[src/rtl/kl_pkg.sv]
// Shared constants and types for the register file and its writeback interface.
package kl_pkg;

    localparam int unsigned DATA_W = 16;
    localparam int unsigned REG_AW = 3;
    localparam int unsigned NREGS  = 8;
    localparam int unsigned CNT_W  = 2;

    typedef logic [REG_AW-1:0] reg_idx_t;
    typedef logic [DATA_W-1:0] word_t;
    typedef logic [CNT_W-1:0]  pend_t;

    localparam pend_t PEND_MAX = '1;

    typedef struct packed {
        logic     write;
        reg_idx_t num;
        word_t    data;
    } wb_t;

    // Zero-cycle forwarding of an in-flight writeback onto a read port.
    function automatic word_t bypass(wb_t wb, reg_idx_t idx, word_t stored);
        return (wb.write && (wb.num == idx)) ? wb.data : stored;
    endfunction

endpackage

[src/rtl/regfile_scoreboard.sv]
// Per-register pending-write counters and RAW hazard detection for the decode read ports.
module regfile_scoreboard
    import kl_pkg::*;
(
    input  logic     clk,
    input  logic     rst,
    input  logic     write_in,
    input  reg_idx_t writenum_in,
    input  reg_idx_t readnum_a_in,
    input  logic     read_a_en_in,
    input  reg_idx_t readnum_b_in,
    input  logic     read_b_en_in,
    input  logic     issue_in,
    input  logic     issue_write_in,
    input  reg_idx_t issue_num_in,
    input  logic     flush_in,
    output logic     hz_a_c,
    output logic     hz_b_c,
    output logic     stall_c
);

    pend_t            pend_q [NREGS];
    pend_t            pend_d [NREGS];
    logic [NREGS-1:0] inc_v;
    logic [NREGS-1:0] dec_v;
    logic             accept_c;

    // A source whose only outstanding writer is retiring this cycle is served by the bypass.
    always_comb begin
        hz_a_c   = read_a_en_in && (pend_q[readnum_a_in] != '0)
                   && !(write_in && (writenum_in == readnum_a_in) && (pend_q[readnum_a_in] == pend_t'(1)));
        hz_b_c   = read_b_en_in && (pend_q[readnum_b_in] != '0)
                   && !(write_in && (writenum_in == readnum_b_in) && (pend_q[readnum_b_in] == pend_t'(1)));
        stall_c  = (hz_a_c || hz_b_c) && !flush_in;
        accept_c = issue_in && !stall_c && !flush_in;
    end

    always_comb begin
        inc_v = '0;
        dec_v = '0;
        for (int unsigned r = 0; r < NREGS; r++) begin
            inc_v[r] = accept_c && issue_write_in && (issue_num_in == reg_idx_t'(r));
            dec_v[r] = write_in && (writenum_in == reg_idx_t'(r)) && (pend_q[r] != '0);
        end
    end

    // Flush wins over everything; a count at PEND_MAX saturates instead of wrapping.
    always_comb begin
        for (int unsigned r = 0; r < NREGS; r++) begin
            pend_d[r] = pend_q[r];
            if (flush_in) begin
                pend_d[r] = '0;
            end else if (inc_v[r] && !dec_v[r]) begin
                if (pend_q[r] != PEND_MAX) begin
                    pend_d[r] = pend_q[r] + pend_t'(1);
                end
            end else if (dec_v[r] && !inc_v[r]) begin
                pend_d[r] = pend_q[r] - pend_t'(1);
            end
        end
    end

    always_ff @(posedge clk or posedge rst) begin
        if (rst) begin
            for (int unsigned r = 0; r < NREGS; r++) begin
                pend_q[r] <= '0;
            end
        end else begin
            for (int unsigned r = 0; r < NREGS; r++) begin
                pend_q[r] <= pend_d[r];
            end
        end
    end

    inc_at_max: assert property (@(posedge clk) disable iff (rst)
        !(accept_c && issue_write_in && (pend_q[issue_num_in] == PEND_MAX)));

endmodule

[src/rtl/regfile_wb_sink.sv]
// Architectural register file fed by the stage-4 writeback, with bypassed decode read ports.
module regfile_wb_sink
    import kl_pkg::*;
(
    input  logic     clk,
    input  logic     rst,
    input  logic     write_in,
    input  reg_idx_t writenum_in,
    input  word_t    writeback_data_in,
    input  reg_idx_t readnum_a_in,
    input  logic     read_a_en_in,
    input  reg_idx_t readnum_b_in,
    input  logic     read_b_en_in,
    output word_t    data_a_out,
    output word_t    data_b_out,
    input  logic     issue_in,
    input  logic     issue_write_in,
    input  reg_idx_t issue_num_in,
    input  logic     flush_in,
    output logic     stall_out
);

    word_t regs_q [NREGS];
    wb_t   wb;
    logic  hz_a;
    logic  hz_b;
    logic  stall_c;

    assign wb = '{write: write_in, num: writenum_in, data: writeback_data_in};

    // Writeback lands regardless of flush or stall.
    always_ff @(posedge clk or posedge rst) begin
        if (rst) begin
            for (int unsigned r = 0; r < NREGS; r++) begin
                regs_q[r] <= '0;
            end
        end else if (write_in) begin
            regs_q[writenum_in] <= writeback_data_in;
        end
    end

    assign data_a_out = bypass(wb, readnum_a_in, regs_q[readnum_a_in]);
    assign data_b_out = bypass(wb, readnum_b_in, regs_q[readnum_b_in]);
    assign stall_out  = stall_c;

    regfile_scoreboard u_scoreboard (
        .clk            (clk),
        .rst            (rst),
        .write_in       (write_in),
        .writenum_in    (writenum_in),
        .readnum_a_in   (readnum_a_in),
        .read_a_en_in   (read_a_en_in),
        .readnum_b_in   (readnum_b_in),
        .read_b_en_in   (read_b_en_in),
        .issue_in       (issue_in),
        .issue_write_in (issue_write_in),
        .issue_num_in   (issue_num_in),
        .flush_in       (flush_in),
        .hz_a_c         (hz_a),
        .hz_b_c         (hz_b),
        .stall_c        (stall_c)
    );

endmodule

[config.mk]
export PLATFORM = sky130hd
export DESIGN_NAME = regfile_wb_sink
export DESIGN_NICKNAME = d
export VERILOG_FILES = /design/src/rtl/kl_pkg.sv /design/src/rtl/regfile_scoreboard.sv /design/src/rtl/regfile_wb_sink.sv
export SDC_FILE = /design/constraint.sdc
export NUM_CORES = 1
export LEC_CHECK = 0
export CORE_MARGIN = 5
export CORE_UTILIZATION = 35
export CTS_BUF_LIST = sky130_fd_sc_hd__clkbuf_4
export DETAILED_ROUTE_END_ITERATION = 10
export SLEW_MARGIN = 10
export SYNTH_ARGS = -nofsm -noshare
export SYNTH_HDL_FRONTEND = slang
export SYNTH_SLANG_ARGS = --single-unit
[constraint.sdc]
create_clock -name clk -period 6.09 [get_ports clk]
set_input_delay 1.218 -clock clk [delete_from_list [all_inputs] [get_ports clk]]
set_output_delay 1.218 -clock clk [all_outputs]
set_load 0.03 [all_outputs]
==> out/metrics.yaml, run 1 <==
antenna_found_initial: 1
ys_seq_area_share_pct: 41.9
power.density_mw_per_mm2: 282
overflow: 0
syn_inst: 808
viasPerCell: 5.47
finalCritPeriodShare_pct: 80.5
crit_fanout: 17
crit_path_start_kind: "input port"
ant_nets: 0
root_buffer: "clkbuf_4"
slew_viol_final: 0
die-area_mm2: 0.0278
status: "finished, final reports clean"
async_reset_ff_share_pct: 100
fmax_mhz: 204
syn_nets: 844
fp.dieH_um: 167
vias: 6452
cts_tree: "yes"
synth_enable_flop_cells: 0
fp.coreArea_mm2: 0.0242
rsz0062_at_grt: "false"
min-delay-path-class: "register to register"
routed_wl_um: 23300
cap_violations: 0
met1_usage_pct: 24.7
drive_gt1_share_pct: 27.3
cp_data_required_time_ns: 4.87
relSlewSlack_pct: 30.5
die_w_um: 167
setup_viol: 0
netlist_area_mm2: 0.00860
drc: 0
postCtsHoldBufs: 0
synth.avg_cell_area_um2: 10.6
ys_warn_count: 0
cts.clk_slew.worst_paths_ns: 0.11
grt.met2_usage_pct: 26.8
cts_setup_buffers: 0
p_leak_uw: 0.00425
hold_viol: 0
grt_start_max_net_pins: 110
cts_resized: 0
clk_latency_ns: 0.55
top_usage_layer: "met2"
cp.arrival_ns: 3.69
io_buffers: 68
routedWlPerCell_um: 19.8
fin_worst_skew_ns: 0.0211
drt-pass1-iter-count: 5
grt.total_usage_pct: 17.1
endpoint_kind: "primary output"
design_area_mm2: 0.00976
drt_iter0_markers: 575
grt_pass1_vias: 6440
h-tree-depth: 4
placed_cell_area_mm2: 0.00946
area_delta_synth_final_pct: 13.5
ys_seq_elements: 144
initial_core_util_pct: 35.5
reg2reg_setup_slack_ns: 3.56
cts_buffers: 17
ys_types: 48
synth_flop_cell: "dfrtp_1"
finalSetupTns_ns: 0
io_pins: 69
ctsLongestPathBuffers: 2
dp_hpwl_um: 14800
fin_nets: 878
gp_congestion: 0.799
grt_pass1_wl_um: 37400
rows: 57
cts_sinks: 144
tightest_slew_ns: 1.04
ir_worst_vdd_v: 0.000148
met3_usage_pct: 3.20
min_period_ns: 4.90
worst-setup-path-type: "input port to primary output"
through the flow:
step	setup slack, ns	std cells	hold slack [ns]	util, %	total power [uW]
floorplan	1.01	808	0.457	-	1840
global placement	1.24	1147	0.469	39.0	2090
detailed placement	1.18	1147	0.480	39.0	2110
CTS	1.18	1179	0.509	40.3	2790
global route	0.994	1180	0.528	40.3	2920
finish	1.19	1180	0.504	40.3	2760
layer usage:
layer	part of all wire, %	wire (um)
met1	46	10800
met2	48	11100
met3	5.0	1160
met4	1.0	245
met5	0	0
area by class of cell:
class / instances / area (um2)
Clock inverter: 13 / 168
Fill cell: 2377 / 14500
Timing Repair Buffer: 88 / 736
Multi-Input combinational cell: 577 / 4650
Clock buffer: 19 / 143
Tap cell: 324 / 405
Antenna cell: 1 / 2.50
Sequential cell: 144 / 3600
Inverter: 14 / 57.6
cell usage in the layout (no fill, tap or decap), types with 6 or more instances in the layout:
| master | count |
|---|---|
| nand2_1 | 201 |
| dfrtp_1 | 144 |
| mux4_2 | 72 |
| mux2_2 | 64 |
| nor2_1 | 57 |
| buf_4 | 52 |
| a21oi_1 | 39 |
| mux2i_1 | 35 |
| clkdlybuf4s50_1 | 30 |
| clkbuf_4 | 19 |
| o21ai_0 | 13 |
| inv_1 | 12 |
| nand3_1 | 7 |
| nor3_1 | 7 |
| nor2b_1 | 6 |
| nor4_1 | 6 |
| clkinv_1 | 6 |
| xor2_1 | 6 |
registers in the layout, summed over array words and instances (netlist names):
name	flops
regs_q	128
u_scoreboard.pend_q	16
worst max-delay path: stages:
cell,delay [ns]
clkdlybuf4s50_1,0.77
xor2_1,0.17
or4_1,0.84
buf_4,0.35
nor2_1,0.11
a21oi_1,0.05
buf_4,0.17
cell families (layout without fill, tap and decap cells):
group | Yosys count | count (layout) | synth area share [%]
AOI/OAI and AO/OA | 78 | 78 | 5.65
xor gates and xnor gates | 6 | 6 | 0.611
buffers and inverters | 87 | 134 | 4.18
DFF | 144 | 144 | 41.9
muxes | 171 | 171 | 31.3
other | 0 | 1 | 0
and+or+nand+nor | 322 | 322 | 16.4
cell usage after synthesis, drive strengths merged, types with 2 or more instances:
cell type / count / area, um2
nor2: 58 / 218
a211o: 3 / 26.3
nand4: 5 / 31.3
o21ai: 14 / 70.1
dfrtp: 144 / 3600
mux2i: 35 / 350
mux2: 64 / 721
a21oi: 39 / 195
nor4: 8 / 80.1
nand3b: 3 / 22.5
nand2b: 2 / 12.5
o41ai: 5 / 51.3
mux4: 72 / 1620
a311o: 2 / 20.0
or2: 3 / 18.8
nand4b: 2 / 17.5
a221oi: 2 / 17.5
xor2: 6 / 52.6
o211ai: 3 / 22.5
inv: 13 / 48.8
nor3b: 2 / 15.0
nor3: 10 / 55.1
buf: 17 / 96.3
nor2b: 6 / 37.5
a2111oi: 2 / 17.5
nand2: 201 / 754
or3: 3 / 18.8
nand3: 7 / 35.0
a211oi: 4 / 30.0
clkbuf: 56 / 210
o221ai: 2 / 17.5
and2: 3 / 18.8
or4: 5 / 37.5
final timing paths:
path                                                     from                                 end  depth (start not counted)
setup / recovery                               writenum_in[1]                      data_a_out[15]                          7
hold / removal                         regs_q[28]$_DFFE_PP0P_              regs_q[28]$_DFFE_PP0P_                          2
setup reg to reg           u_scoreboard.pend_q[6]$_DFFE_PP0P_  u_scoreboard.pend_q[4]$_DFFE_PP0P_                          7
hold reg to reg                        regs_q[28]$_DFFE_PP0P_              regs_q[28]$_DFFE_PP0P_                          2
max in group asynchronous                                 rst             regs_q[114]$_DFFE_PP0P_                          3
min in group asynchronous                                 rst             regs_q[109]$_DFFE_PP0P_                          2
power breakdown:
part	internal [uW]	switching (uW)
registers	1130	119
clock network	329	346
logic	417	417
total	1870	881
Power figures use the tool's default switching activity.
==> run 2: changes to the inputs <==
Clock period 6.09 ns to 4.7 ns, I/O delays scaled along.
==> run 2 against run 1 <==
Net effect:
- worst hold slack better by 0.0051 ns
- final area is 1.6% higher
- global-route usage is 0.70 points higher
- count of clock-buffer cells in the layout is 2 lower
- sequential cell count stayed put
- routed wire length is 4.5% higher
- sequential share of layout area is 0.59 points lower
- critical path type unchanged
- clock power is 40% higher
- die area stayed put
- first-iteration DRC count is 17% higher
- power is 33% higher
==> out/metrics.yaml, run 2 (synthesis results as in run 1) <==
final_cell_mix: "nand2_1 (201), dfrtp_1 (144), mux4_2 (72)"  # unchanged
fin_nets: 891  # was 878
endpoint: "data_a_out[11]"  # was data_a_out[15]
p_leak_uw: 0.00433  # was 0.00425 uW
overflow: 0  # unchanged
crit_buf_inv: 3  # unchanged
setup_viol: 0  # unchanged
reg2reg_setup_slack_ns: 2.22  # was 3.56 ns
r2r_end: "u_scoreboard.pend_q[4]$_DFFE_PP0P_"  # unchanged
drt_iter0_markers: 672  # was 575
io_buffers: 68  # unchanged
root_buffer: "clkbuf_4"  # unchanged
grt_pass1_vias: 6425  # was 6,440
worstSetupPathDepth: 6  # was 7
grt_start_max_net_pins: 46  # was 110
design_area_mm2: 0.00992  # was 0.00976 mm2
fp.coreArea_mm2: 0.0242  # unchanged
cts_sinks: 144  # unchanged
rows: 57  # unchanged
min_period_ns: 3.94
max_stage_delay_ns: 0.64  # was 0.84 ns
dp_cells: 1160  # was 1,147
postCtsHoldBufs: 0  # unchanged
p_int_uw: 2490  # was 1870 uW
whs_path_depth: 2  # unchanged
finalCritPeriodShare_pct: 83.9
register_area_mm2: 0.00360  # unchanged
grt_pass1_wl_um: 38400  # was 37,400 um
viasPerCell: 5.44  # was 5.47
worst-setup-path-type: "input port to primary output"  # unchanged
rsz0062_at_grt: "false"  # unchanged
switching_share_pct: 32.1  # was 32.0%
dp_hpwl_um: 15900  # was 14,800 um
ctsLongestPathBuffers: 2  # unchanged
layout_commonest_cell: "nand2_1"  # unchanged
seq_power_share_pct: 44.4  # was 45.3%
die_w_um: 167  # unchanged
clkPwrFrac_pct: 25.9  # was 24.5%
regMostFlops: "regs_q"  # unchanged
die-area_mm2: 0.0278  # unchanged
relSlewSlack_pct: 30.0  # was 30.5%
placed_cell_area_mm2: 0.00958  # was 0.00946 mm2
cp_data_required_time_ns: 3.76  # was 4.87 ns
ant_nets: 0  # unchanged
switchingPower_uw: 1170  # was 881 uW
crit_path_start_kind: "input port"  # unchanged
drive_gt1_share_pct: 28.7  # was 27.3%
fmax_mhz: 254
reg.largest.list: "regs_q (128), u_scoreboard.pend_q (16)"  # unchanged
cp-startpoint: "writenum_in[2]"  # was writenum_in[1]
cap_violations: 0  # unchanged
grt.total_usage_pct: 17.8  # was 17.1%
gp_congestion: 0.808  # was 0.799
cpMaxStageDelayCell: "clkdlybuf4s50_1"  # was or4_1
cts_buffers: 17  # unchanged
cts_setup_buffers: 0  # unchanged
antenna_found_initial: 1  # unchanged
cts_resized: 0  # unchanged
io_pins: 69  # unchanged
hold_viol: 0  # unchanged
fp.dieH_um: 167  # unchanged
vias: 6495  # was 6,452
cts.clk_slew.worst_paths_ns: 0.12  # was 0.11 ns
slew_viol_final: 0  # unchanged
cp.arrival_ns: 3.00  # was 3.69 ns
area_delta_synth_final_pct: 15.4  # was 13.5%
fin_util_pct: 40.9  # was 40.3%
routedWlPerCell_um: 20.4  # was 19.8 um
multi_input_area_mm2: 0.00465  # unchanged
comb_power_share_pct: 29.7  # was 30.2%
status: "finished, final reports clean"  # unchanged
drc: 0  # unchanged
crit_family: "buffers and inverters"  # unchanged
fillCellCount: 2365  # was 2,377
initial_core_util_pct: 35.5  # unchanged
largest_reg_flops: 128  # unchanged
routed_wl_um: 24400  # was 23,300 um
tightest_slew_ns: 1.05  # was 1.04 ns
h-tree-depth: 4  # unchanged
finalSetupTns_ns: 0  # unchanged
r2r_cells: 7  # unchanged
drt-pass1-iter-count: 7  # was 5
endpoint_kind: "primary output"  # unchanged
crit_fanout: 12  # was 17
clk_latency_ns: 0.55  # about the same
stdcell_count: 1193  # was 1,180
ir_worst_vdd_v: 0.000161  # was 0.000148 V
crit_chain: "clkdlybuf4s50_1 > xor2_1 > or4_1 > buf_4 > a21oi_1 > buf_12"  # was clkdlybuf4s50_1 > xor2_1 > or4_1 > buf_4 > nor2_1 > a21oi_1 > buf_4
power.density_mw_per_mm2: 369  # was 282 mW/mm2
reg2reg_from: "u_scoreboard.pend_q[6]$_DFFE_PP0P_"  # unchanged
min-delay-path-class: "register to register"  # unchanged
fin_worst_skew_ns: 0.0145  # was 0.0211 ns
cts_tree: "yes"  # unchanged
## run 2: changes by cell type in the layout (fill, tap and decap cells not counted), sizes merged
cell,change
inv,-1
buf,+12
clkinvlp,+1
clkdlybuf4s50,+1
clkinv,+1
bufinv,+1
clkbuf,-2
## run 2: layer usage
metal	share of wire [%]	GRT usage [%]
met1	43	24.8
met2	50	29.0
met5	0	0
met3	5.2	3.01
met4	1.5	4.55
## run 2: power groups by stage
stage          sequential (uW)  clock, uW  combinational (uW)
4_1_cts                   1620        974                1100
2_1_floorplan             1590          0                 797
3_3_place_gp              1630          0                1080
6_report                  1620        948                1090
3_5_place_dp              1640          0                1100
5_1_grt                   1650       1030                1180
## run 2: stage by stage
step	hold slack [ns]	total power (uW)	worst slack (ns)
3_3_place_gp	0.473	2710	0.744
4_1_cts	0.511	3700	0.736
2_1_floorplan	0.457	2390	1.12
5_1_grt	0.532	3860	0.663
6_report	0.509	3660	0.758
3_5_place_dp	0.480	2740	0.746
## run 2: worst min-delay path by stage
stage | from | end | slack, ns
global route | regs_q[20]$_DFFE_PP0P_ | regs_q[20]$_DFFE_PP0P_ | 0.53
detailed placement | regs_q[11]$_DFFE_PP0P_ | regs_q[11]$_DFFE_PP0P_ | 0.48
global placement | regs_q[3]$_DFFE_PP0P_ | regs_q[3]$_DFFE_PP0P_ | 0.47
finish | regs_q[24]$_DFFE_PP0P_ | regs_q[24]$_DFFE_PP0P_ | 0.51
floorplan | regs_q[46]$_DFFE_PP0P_ | regs_q[46]$_DFFE_PP0P_ | 0.46
CTS | regs_q[11]$_DFFE_PP0P_ | regs_q[11]$_DFFE_PP0P_ | 0.51
## run 2: worst register-to-register path, cell delays in order (launching register included)
cell and delay (ns):
dfrtp_1 0.49, mux4_2 0.48, o41ai_1 0.08, a221oi_1 0.17
buf_4 0.21, or3_1 0.44, a2111oi_0 0.40, a211o_1 0.16
## run 2: area by class of cell
type	count	share of cell area [%]
clock buffer	17	1.29
tap	324	4.09
sequential	144	36.3
antenna	1	0.0252
inverter	14	0.567
multi-input combinational	577	46.9
clock inverter	15	2.17
timing repair buffer	101	8.70
